`src/rtl/mem_port_arbiter_if.sv`:
```
// Shared memory port bundle: fetch/data requester signals plus the memory-side bus.
interface mem_port_arbiter_if;
    // Fetch requester
    logic        if_req;
    logic [31:0] if_addr;
    logic        if_done;
    logic        if_err;
    // Data requester
    logic        dm_req;
    logic [31:0] dm_addr;
    logic        dm_we;
    logic [31:0] dm_wdata;
    logic [3:0]  dm_wstrb;
    logic        dm_done;
    logic        dm_err;
    // Read data returned to whichever requester finished
    logic [31:0] rdata;
    // Memory bus
    logic        mem_req;
    logic        mem_sel;
    logic [31:0] mem_addr;
    logic        mem_we;
    logic [31:0] mem_wdata;
    logic [3:0]  mem_wstrb;
    logic        mem_ready;
    logic [31:0] mem_rdata;

    // Arbiter side
    modport slave (
        input  if_req, if_addr, dm_req, dm_addr, dm_we, dm_wdata, dm_wstrb,
        input  mem_ready, mem_rdata,
        output if_done, if_err, dm_done, dm_err, rdata,
        output mem_req, mem_sel, mem_addr, mem_we, mem_wdata, mem_wstrb
    );

    // Requesters and memory model side
    modport master (
        output if_req, if_addr, dm_req, dm_addr, dm_we, dm_wdata, dm_wstrb,
        output mem_ready, mem_rdata,
        input  if_done, if_err, dm_done, dm_err, rdata,
        input  mem_req, mem_sel, mem_addr, mem_we, mem_wdata, mem_wstrb
    );
endinterface

```
`src/rtl/mem_port_arbiter.sv`:
```
// Round-robin sequencer for the single shared memory port: fetch vs. data,
// one registered transaction at a time, with optional timeout abort.
module mem_port_arbiter #(
    parameter int unsigned TIMEOUT = 16
) (
    input  logic                  clk,
    input  logic                  reset_n,
    mem_port_arbiter_if.slave     bus
);

    localparam int unsigned CNT_W = ($clog2(TIMEOUT + 1) < 1) ? 1 : $clog2(TIMEOUT + 1);
    localparam logic [CNT_W-1:0] CNT_LAST = (TIMEOUT == 0) ? '0 : CNT_W'(TIMEOUT - 1);
    localparam logic [CNT_W-1:0] CNT_MAX  = '1;
    localparam bit               TO_EN    = (TIMEOUT != 0);

    typedef enum logic [1:0] {
        ST_IDLE = 2'd0,
        ST_BUSY = 2'd1,
        ST_RESP = 2'd2
    } state_t;

    state_t            state_q,     state_d;
    logic [CNT_W-1:0]  cnt_q,       cnt_d;
    logic              last_gnt_q,  last_gnt_d;   // 1 = data owned the last grant
    logic              mem_req_q,   mem_req_d;
    logic              mem_sel_q,   mem_sel_d;
    logic [31:0]       mem_addr_q,  mem_addr_d;
    logic              mem_we_q,    mem_we_d;
    logic [31:0]       mem_wdata_q, mem_wdata_d;
    logic [3:0]        mem_wstrb_q, mem_wstrb_d;
    logic [31:0]       rdata_q,     rdata_d;
    logic              if_done_q,   if_done_d;
    logic              if_err_q,    if_err_d;
    logic              dm_done_q,   dm_done_d;
    logic              dm_err_q,    dm_err_d;
    logic              grant_dm;

    // Next-state and registered-output computation
    always_comb begin
        state_d     = state_q;
        cnt_d       = cnt_q;
        last_gnt_d  = last_gnt_q;
        mem_req_d   = mem_req_q;
        mem_sel_d   = mem_sel_q;
        mem_addr_d  = mem_addr_q;
        mem_we_d    = mem_we_q;
        mem_wdata_d = mem_wdata_q;
        mem_wstrb_d = mem_wstrb_q;
        rdata_d     = rdata_q;
        if_done_d   = 1'b0;
        if_err_d    = 1'b0;
        dm_done_d   = 1'b0;
        dm_err_d    = 1'b0;
        // Data wins when alone, or on a tie when fetch had the last grant
        grant_dm    = bus.dm_req & (~bus.if_req | ~last_gnt_q);

        unique case (state_q)
            ST_IDLE: begin
                if (bus.if_req || bus.dm_req) begin
                    state_d    = ST_BUSY;
                    cnt_d      = '0;
                    mem_req_d  = 1'b1;
                    mem_sel_d  = grant_dm;
                    last_gnt_d = grant_dm;
                    if (grant_dm) begin
                        mem_addr_d  = bus.dm_addr;
                        mem_we_d    = bus.dm_we;
                        mem_wdata_d = bus.dm_wdata;
                        mem_wstrb_d = bus.dm_wstrb;
                    end else begin
                        mem_addr_d  = bus.if_addr;
                        mem_we_d    = 1'b0;
                        mem_wdata_d = '0;
                        mem_wstrb_d = '0;
                    end
                end
            end
            ST_BUSY: begin
                if (bus.mem_ready) begin
                    state_d   = ST_RESP;
                    mem_req_d = 1'b0;
                    rdata_d   = bus.mem_rdata;
                    if_done_d = ~mem_sel_q;
                    dm_done_d = mem_sel_q;
                end else if (TO_EN && (cnt_q == CNT_LAST)) begin
                    state_d   = ST_RESP;
                    mem_req_d = 1'b0;
                    rdata_d   = '0;
                    if_done_d = ~mem_sel_q;
                    dm_done_d = mem_sel_q;
                    if_err_d  = ~mem_sel_q;
                    dm_err_d  = mem_sel_q;
                end else if (cnt_q != CNT_MAX) begin
                    cnt_d = cnt_q + CNT_W'(1);
                end
            end
            ST_RESP: begin
                state_d = ST_IDLE;
            end
            default: begin
                state_d = ST_IDLE;
            end
        endcase
    end

    // State and output registers; reset drops any in-flight transaction
    always_ff @(posedge clk or negedge reset_n) begin
        if (!reset_n) begin
            state_q     <= ST_IDLE;
            cnt_q       <= '0;
            last_gnt_q  <= 1'b1;
            mem_req_q   <= 1'b0;
            mem_sel_q   <= 1'b0;
            mem_addr_q  <= '0;
            mem_we_q    <= 1'b0;
            mem_wdata_q <= '0;
            mem_wstrb_q <= '0;
            rdata_q     <= '0;
            if_done_q   <= 1'b0;
            if_err_q    <= 1'b0;
            dm_done_q   <= 1'b0;
            dm_err_q    <= 1'b0;
        end else begin
            state_q     <= state_d;
            cnt_q       <= cnt_d;
            last_gnt_q  <= last_gnt_d;
            mem_req_q   <= mem_req_d;
            mem_sel_q   <= mem_sel_d;
            mem_addr_q  <= mem_addr_d;
            mem_we_q    <= mem_we_d;
            mem_wdata_q <= mem_wdata_d;
            mem_wstrb_q <= mem_wstrb_d;
            rdata_q     <= rdata_d;
            if_done_q   <= if_done_d;
            if_err_q    <= if_err_d;
            dm_done_q   <= dm_done_d;
            dm_err_q    <= dm_err_d;
        end
    end

    assign bus.mem_req   = mem_req_q;
    assign bus.mem_sel   = mem_sel_q;
    assign bus.mem_addr  = mem_addr_q;
    assign bus.mem_we    = mem_we_q;
    assign bus.mem_wdata = mem_wdata_q;
    assign bus.mem_wstrb = mem_wstrb_q;
    assign bus.rdata     = rdata_q;
    assign bus.if_done   = if_done_q;
    assign bus.if_err    = if_err_q;
    assign bus.dm_done   = dm_done_q;
    assign bus.dm_err    = dm_err_q;

endmodule
```
`src/flat_wrapper.sv`:
```
// flat-port wrapper written by rule: the top's interface ports become plain ports
module mem_port_arbiter_flat 
#(
    parameter int unsigned TIMEOUT = 16
)
  (clk, reset_n, bus_if_req, bus_if_addr, bus_dm_req, bus_dm_addr, bus_dm_we, bus_dm_wdata, bus_dm_wstrb, bus_mem_ready, bus_mem_rdata, bus_if_done, bus_if_err, bus_dm_done, bus_dm_err, bus_rdata, bus_mem_req, bus_mem_sel, bus_mem_addr, bus_mem_we, bus_mem_wdata, bus_mem_wstrb);
  mem_port_arbiter_if bus_i ();
  input  logic clk;
  input  logic reset_n;
  input wire logic [$bits(bus_i.if_req)-1:0] bus_if_req;
  input wire logic [$bits(bus_i.if_addr)-1:0] bus_if_addr;
  input wire logic [$bits(bus_i.dm_req)-1:0] bus_dm_req;
  input wire logic [$bits(bus_i.dm_addr)-1:0] bus_dm_addr;
  input wire logic [$bits(bus_i.dm_we)-1:0] bus_dm_we;
  input wire logic [$bits(bus_i.dm_wdata)-1:0] bus_dm_wdata;
  input wire logic [$bits(bus_i.dm_wstrb)-1:0] bus_dm_wstrb;
  input wire logic [$bits(bus_i.mem_ready)-1:0] bus_mem_ready;
  input wire logic [$bits(bus_i.mem_rdata)-1:0] bus_mem_rdata;
  output wire logic [$bits(bus_i.if_done)-1:0] bus_if_done;
  output wire logic [$bits(bus_i.if_err)-1:0] bus_if_err;
  output wire logic [$bits(bus_i.dm_done)-1:0] bus_dm_done;
  output wire logic [$bits(bus_i.dm_err)-1:0] bus_dm_err;
  output wire logic [$bits(bus_i.rdata)-1:0] bus_rdata;
  output wire logic [$bits(bus_i.mem_req)-1:0] bus_mem_req;
  output wire logic [$bits(bus_i.mem_sel)-1:0] bus_mem_sel;
  output wire logic [$bits(bus_i.mem_addr)-1:0] bus_mem_addr;
  output wire logic [$bits(bus_i.mem_we)-1:0] bus_mem_we;
  output wire logic [$bits(bus_i.mem_wdata)-1:0] bus_mem_wdata;
  output wire logic [$bits(bus_i.mem_wstrb)-1:0] bus_mem_wstrb;
  assign bus_i.if_req = bus_if_req;
  assign bus_i.if_addr = bus_if_addr;
  assign bus_i.dm_req = bus_dm_req;
  assign bus_i.dm_addr = bus_dm_addr;
  assign bus_i.dm_we = bus_dm_we;
  assign bus_i.dm_wdata = bus_dm_wdata;
  assign bus_i.dm_wstrb = bus_dm_wstrb;
  assign bus_i.mem_ready = bus_mem_ready;
  assign bus_i.mem_rdata = bus_mem_rdata;
  assign bus_if_done = bus_i.if_done;
  assign bus_if_err = bus_i.if_err;
  assign bus_dm_done = bus_i.dm_done;
  assign bus_dm_err = bus_i.dm_err;
  assign bus_rdata = bus_i.rdata;
  assign bus_mem_req = bus_i.mem_req;
  assign bus_mem_sel = bus_i.mem_sel;
  assign bus_mem_addr = bus_i.mem_addr;
  assign bus_mem_we = bus_i.mem_we;
  assign bus_mem_wdata = bus_i.mem_wdata;
  assign bus_mem_wstrb = bus_i.mem_wstrb;
  mem_port_arbiter #(.TIMEOUT(TIMEOUT)) u_core (.clk(clk), .reset_n(reset_n), .bus(bus_i));
endmodule
```
`config.mk`:
```
export PLATFORM = sky130hd
export DESIGN_NAME = mem_port_arbiter_flat
export DESIGN_NICKNAME = d
export VERILOG_FILES = /design/src/rtl/mem_port_arbiter_if.sv /design/src/rtl/mem_port_arbiter.sv /design/src/flat_wrapper.sv
export SDC_FILE = /design/constraint.sdc
export NUM_CORES = 1
export LEC_CHECK = 0
export BUFFER_PORTS_ARGS = -buffer_cell sky130_fd_sc_hd__buf_2
export CAP_MARGIN = 20
export CORE_MARGIN = 5
export CORE_UTILIZATION = 25
export CTS_BUF_LIST = sky130_fd_sc_hd__clkbuf_4
export DETAILED_ROUTE_END_ITERATION = 12
export PLACE_DENSITY = 0.6
export SLEW_MARGIN = 20
export SYNTH_ARGS = -nofsm -noshare
export SYNTH_HDL_FRONTEND = slang
export SYNTH_SLANG_ARGS = --single-unit
```
`constraint.sdc`:
```
create_clock -name clk -period 2.95 [get_ports clk]
set_input_delay 0.295 -clock clk [delete_from_list [all_inputs] [get_ports clk]]
set_output_delay 0.295 -clock clk [all_outputs]
set_load 0.02 [all_outputs]
```
Yosys cells after proc, flatten, opt, wreduce, memory -nomap -nowiden
Cells that the tools add are included.
{ "totals": {"output_inout_bits": 107, "input_bits": 138, "ff_bits": 115, "wordCells": 66} }
{ "op_classes": {"mux": 29, "add_sub_neg": 1, "eq_ne": 8, "n_reduce_logical": 9, "bitwise_logic": 5} }
{ "op_table": {"columns": ["op", "n"], "rows": [
  ["$mux W32", 4],
  ["$mux W5", 4],
  ["$mux W1", 14],
  ["$pmux W5 S2", 1],
  ["$mux W2", 3],
  ["$reduce_and A2 Y1", 3],
  ["$add A5 B1 Y5 const B", 1],
  ["$eq A5 B4 Y1 const B", 1],
  ["$ne A5 B5 Y1 const B", 1],
  ["$reduce_and A5 Y1", 1],
  ["$mux W4", 1],
  ["$ne A2 B1 Y1 const B", 2],
  ["$ne A2 B2 Y1 const B", 2],
  ["$pmux W2 S2", 1],
  ["$reduce_bool A2 Y1", 2],
  ["$ne A3 B2 Y1 const B", 1],
  ["$not A1 Y1", 3],
  ["$reduce_and A3 Y1", 1],
  ["$eq A2 B1 Y1 const B", 1],
  ["$logic_not A2 Y1", 1],
  ["$pmux W1 S2", 1],
  ["$and A1 B1 Y1", 1],
  ["$logic_or A1 B1 Y1", 1],
  ["$or A1 B1 Y1", 1]
]} }

Longest topological paths before layout
{ "logic_depth": {"depth_word": 5, "ltp_mapped": 7} }

Worst setup path before layout
No wires, ideal clock.
{ "synth_path": {"path_kind": "register to register", "start": "register u_core.cnt_q[0]", "end": "register u_core.cnt_q[2]", "stages_incl_launch_ff": 7, "arrival_ns": 1.712, "path_buffers": 0, "setup_slack_ns": 1.114, "setup_time_ns": 0.124, "synth_period_minus_slack_ns": 1.836, "path_cell_list": "dfrtp_1 > ha_1 > and3_1 > ha_1 > o21ai_2 > o21ai_1 > a211o_1"} }
{ "synth_via": {"elab_chain_cells": 5, "word_cells_on_any_way": 10, "cone_classes": "1 x add/sub; 4 x eq/ne; 4 x mux; 1 x reduce/logical"} }
{ "synth_rtl": {"columns": ["element", "line_no", "text"], "rows": [
  ["from (decl)", "mem_port_arbiter.sv:23", "logic [CNT_W-1:0] cnt_q, cnt_d;"],
  ["from (signal assigned)", "mem_port_arbiter.sv:125", "cnt_q <= cnt_d;"],
  ["$add A5 B1 Y5", "mem_port_arbiter.sv:94", "cnt_d = cnt_q + CNT_W'(1);"],
  ["$mux W5", "mem_port_arbiter.sv:93", "end else if (cnt_q != CNT_MAX) begin"],
  ["$mux W5", "mem_port_arbiter.sv:85", "end else if (TO_EN && (cnt_q == CNT_LAST)) begin"],
  ["$mux W5", "mem_port_arbiter.sv:79", "if (bus.mem_ready) begin"],
  ["$pmux W5 S2", "mem_port_arbiter.sv:57", "unique case (state_q)"]
]} }
Several ways; a longest one is shown, not always the timed one. The select of a mux whose other input is x is not followed.
A chain may end at the register's enable or synchronous reset.

Final worst setup path
{ "layout_path": {"start": "register u_core.last_gnt_q", "end": "register u_core.mem_addr_q[30], in the netlist u_core.bus.mem_addr[30]"} }
{ "layout_via": {"elab_chain_cells": 4} }
{ "layout_rtl": {"columns": ["element", "line_no", "text"], "rows": [
  ["from (decl)", "mem_port_arbiter.sv:24", "logic last_gnt_q, last_gnt_d;"],
  ["from (signal assigned)", "mem_port_arbiter.sv:126", "last_gnt_q <= last_gnt_d;"],
  ["$not A1 Y1", "mem_port_arbiter.sv:55", "grant_dm = bus.dm_req & (~bus.if_req | ~last_gnt_q);"],
  ["$or A1 B1 Y1", "mem_port_arbiter.sv:55", null],
  ["$and A1 B1 Y1", "mem_port_arbiter.sv:55", null],
  ["$mux W32", "mem_port_arbiter.sv:65", "if (grant_dm) begin"],
  ["to (signal assigned)", "mem_port_arbiter.sv:129", "mem_addr_q <= mem_addr_d;"],
  ["to (decl)", "mem_port_arbiter.sv:27", "logic [31:0] mem_addr_q, mem_addr_d;"]
]} }
No other way between the ends.

==> summary.txt <==
Outcome
  • Status: finished, final reports clean

Job
  • Maxcap violations: 0

Setup path
  • Arrival @ worst endpoint: 2.44 ns
  • CP bufs+invs: 2
  • CP max-delay cell: dlygate4sd3_1
  • Req. time, crit path: 3.34 ns
  • CP peak stage delay: 0.58 ns
  • Startpoint Class: register
  • Worst setup path class: reg2reg
  • R2R cell count: 5
  • CP Capture Type: register
  • Max FO, Critical Path: 33
  • Cell family with most CP delay: buffers and inverters
  • WP depth: 5
  • Cell chain of the critical path: a21boi_4, buf_4, mux2i_1, dlygate4sd3_1, o21ai_1

Cells and area
  • Area delta synth->final: 58.2%
  • Share of cells above drive strength 1: 0.416
  • Final Instance Count excl. Fillers: 926
  • N_diodes: 0
  • Fin nets: 825
  • Layout fillers: 1737

Synthesis
  • Top cells by count, synth: 114 x dfrtp_1, 71 x a22o_1, 33 x o21ai_1
  • Mapped Nets: 489
  • Post-synthesis cell area: 4550 sq um
  • Async set-or-reset flop fraction in the synthesized netlist: 1.00
  • Area leader, netlist: dfrtp_1
  • Post-synth EDFFs: 0
  • Area share of the largest cell type after synthesis: 0.627
  • Yosys cell types: 37
  • Most numerous cell in the Yosys netlist: dfrtp_1
  • Cells after Synth: 348
  • Register bit total from synthesis: 115
  • Post-synthesis sequential area ratio: 0.633
  • Ys Warns: 0
  • Synth area leaders: dfrtp_1 63%, a22o_1 14%, mux2i_1 7.0%, o21ai_1 3.6%, nand2_1 2.6%
  • Post-synth top flop: dfrtp_1
  • Synth Area per Inst: 13.1 sq um

GRT
  • Gr ovfl total: 0
  • Vias in the first global route: 4197
  • First-pass GRT wire length: 21.1 mm
  • Largest net degree at the start of global routing: 98
  • Initial antenna violation count: 0
  • GRT Total Usage: 0.128

CTS
  • Latest clock arrival within the worst-skew pair: 0.51 ns
  • Worst-path clk slew: 0.12 ns
  • Cts hold-fix bufs: 93
  • CTS Sinks: 115
  • CTS resizes: 0
  • CTS Root Cell: clkbuf_4
  • CTS Buf Count: 17
  • Clk buf depth: 2
  • Setup Fix Bufs, Post-CTS: 0
  • CTS tree: done
  • CTS H-tree lvls: 4

Worst hold path
  • Worst min-delay path class: in2reg
  • Hold depth: 3

STA
  • # setup viols final: 0
  • Period minus WS final: 2.05 ns
  • Endpoints failing hold: 0
  • Relative slew slack: 0.487
  • Setup TNS: 0 ns
  • RSZ-0062 raised after global routing: false
  • FMAX: 488 MHz
  • Slew @ Worst Pin: 0.770 ns
  • Slew Viols, Final: 0
  • Final worst path period share: 0.695
  • Clock Skews: 0.0209 ns

Route
  • DRT Wirelength: 13.5 mm
  • First-pass iteration count of the detailed router: 4
  • DRC: 0
  • DR WL/cell: 14.6 microns
  • Initial DRC count: 110
  • Via/cell ratio: 4.31
  • Via count: 3987
  • Antenna Nets Post-Route: 0

Power and ir drop
  • Worst vdd ir: 488 uV
  • PD cells: 982 nW/um^2
  • LEAKAGE: 3.74 nW

Die
  • Die ar.: 21000 sq um
  • Core area: 18000 sq um
  • Row cnt: 49
  • Starting density of the core: 0.253
  • I/O Pins: 245
  • Die H: 145 microns
  • Die W: 145 microns

Placement
  • Input/output buffers: 244
  • Placer Congestion: 0.758
  • HPWL Detailed: 9.22 mm
  • Placed cells: 801
[cell type report]
class | instances | area (sq um) | share of cell area
clock inverters | 15 | 158 | 0.0219
well taps | 229 | 287 | 0.0398
multi-input cells | 204 | 1510 | 0.210
repair buffers | 343 | 2220 | 0.309
inverters | 3 | 11.3 | 0.00156
clock buffers | 17 | 128 | 0.0177
flip-flops and latches | 115 | 2880 | 0.400
[report_power, final]
| group | leakage (nW) | internal, mW | total, mW | switching (mW) |
|---|---|---|---|---|
| Combinational | 2.14 | 1.28 | 3.22 | 1.94 |
| Clock | 0.146 | 0.509 | 1.15 | 0.643 |
| Sequential | 1.45 | 2.30 | 2.70 | 0.400 |
[tightest hold or removal path: stages]
cell and delay, ns:
buf_2 0.09, mux2i_1 0.06, o21ai_1 0.12
[worst paths after layout]
check / slack [ns] / startpoint / end
max: 0.90 / u_core.last_gnt_q / u_core.bus.mem_addr[30]
max in group asynchronous: 1.83 / reset_n / u_core.bus.mem_addr[13]
max reg2reg: 0.90 / u_core.last_gnt_q / u_core.bus.mem_addr[30]
min in group asynchronous: 0.38 / reset_n / u_core.bus.mem_wdata[16]
min: 0.08 / bus_if_addr[19] / u_core.bus.mem_addr[19]
min reg2reg: 0.49 / u_core.bus.mem_addr[27] / u_core.bus.mem_addr[27]
[per-layer routing]
layer,wire length (microns),up-vias,track usage
met4,187,0,0.0461
met1,5730,1876,0.160
met5,0,-,0
li1,-,1954,-
met2,6610,144,0.209
met3,969,13,0.0401
[registers in the layout, summed over array words and instances, names as in the netlist]
signal,cells
u_core.bus.mem_addr,32
u_core.bus.mem_wdata,32
u_core.bus.rdata,32
u_core.cnt_q,5
u_core.bus.mem_wstrb,4
u_core.state_q,2
u_core.bus.dm_done,1
u_core.bus.dm_err,1
u_core.bus.if_done,1
u_core.bus.if_err,1
u_core.bus.mem_req,1
u_core.bus.mem_sel,1
u_core.bus.mem_we,1
u_core.last_gnt_q,1
[cell usage in the layout, fill, tap and decap left out, types with 2 or more instances in the layout]
master	netlist	layout
a21o_1	3	3
buf_4	8	5
a22o_1	71	71
clkbuf_4	0	17
inv_1	2	2
inv_6	0	3
clkinv_4	0	4
mux2i_1	32	32
clkinv_2	0	2
o21ai_1	33	33
buf_12	0	2
ha_1	3	3
dfrtp_1	114	114
buf_2	10	243
nand2_1	32	32
and2_1	2	2
clkinvlp_4	0	3
dlygate4sd3_1	0	93
nor2_1	6	6
bufinv_16	0	2
[through the flow]
stage	cell area (sq um)	utilization	hold slack, ns	worst slack (ns)	total power [mW]
after floorplan	4550	-	-0.000591	1.11	4.75
after global placement	5980	0.333	0.415	1.10	5.83
after detailed placement	5980	0.333	0.424	1.05	5.87
after CTS	7200	0.401	0.00101	0.967	7.17
after global routing	7200	0.401	0.0149	0.811	7.58
final	7200	0.401	0.0779	0.900	7.07
[cell families after synthesis]
family / after synthesis / share of synthesized area
adder cells (fa/ha/maj): 3 / 0.00825
multiplexers: 32 / 0.0704
AND/OR/NAND/NOR: 51 / 0.0517
AO/OA/AOI/OAI: 118 / 0.198
flip-flops: 115 / 0.633
buffers and inverters: 29 / 0.0382
(Power assumes the default switching activity.)
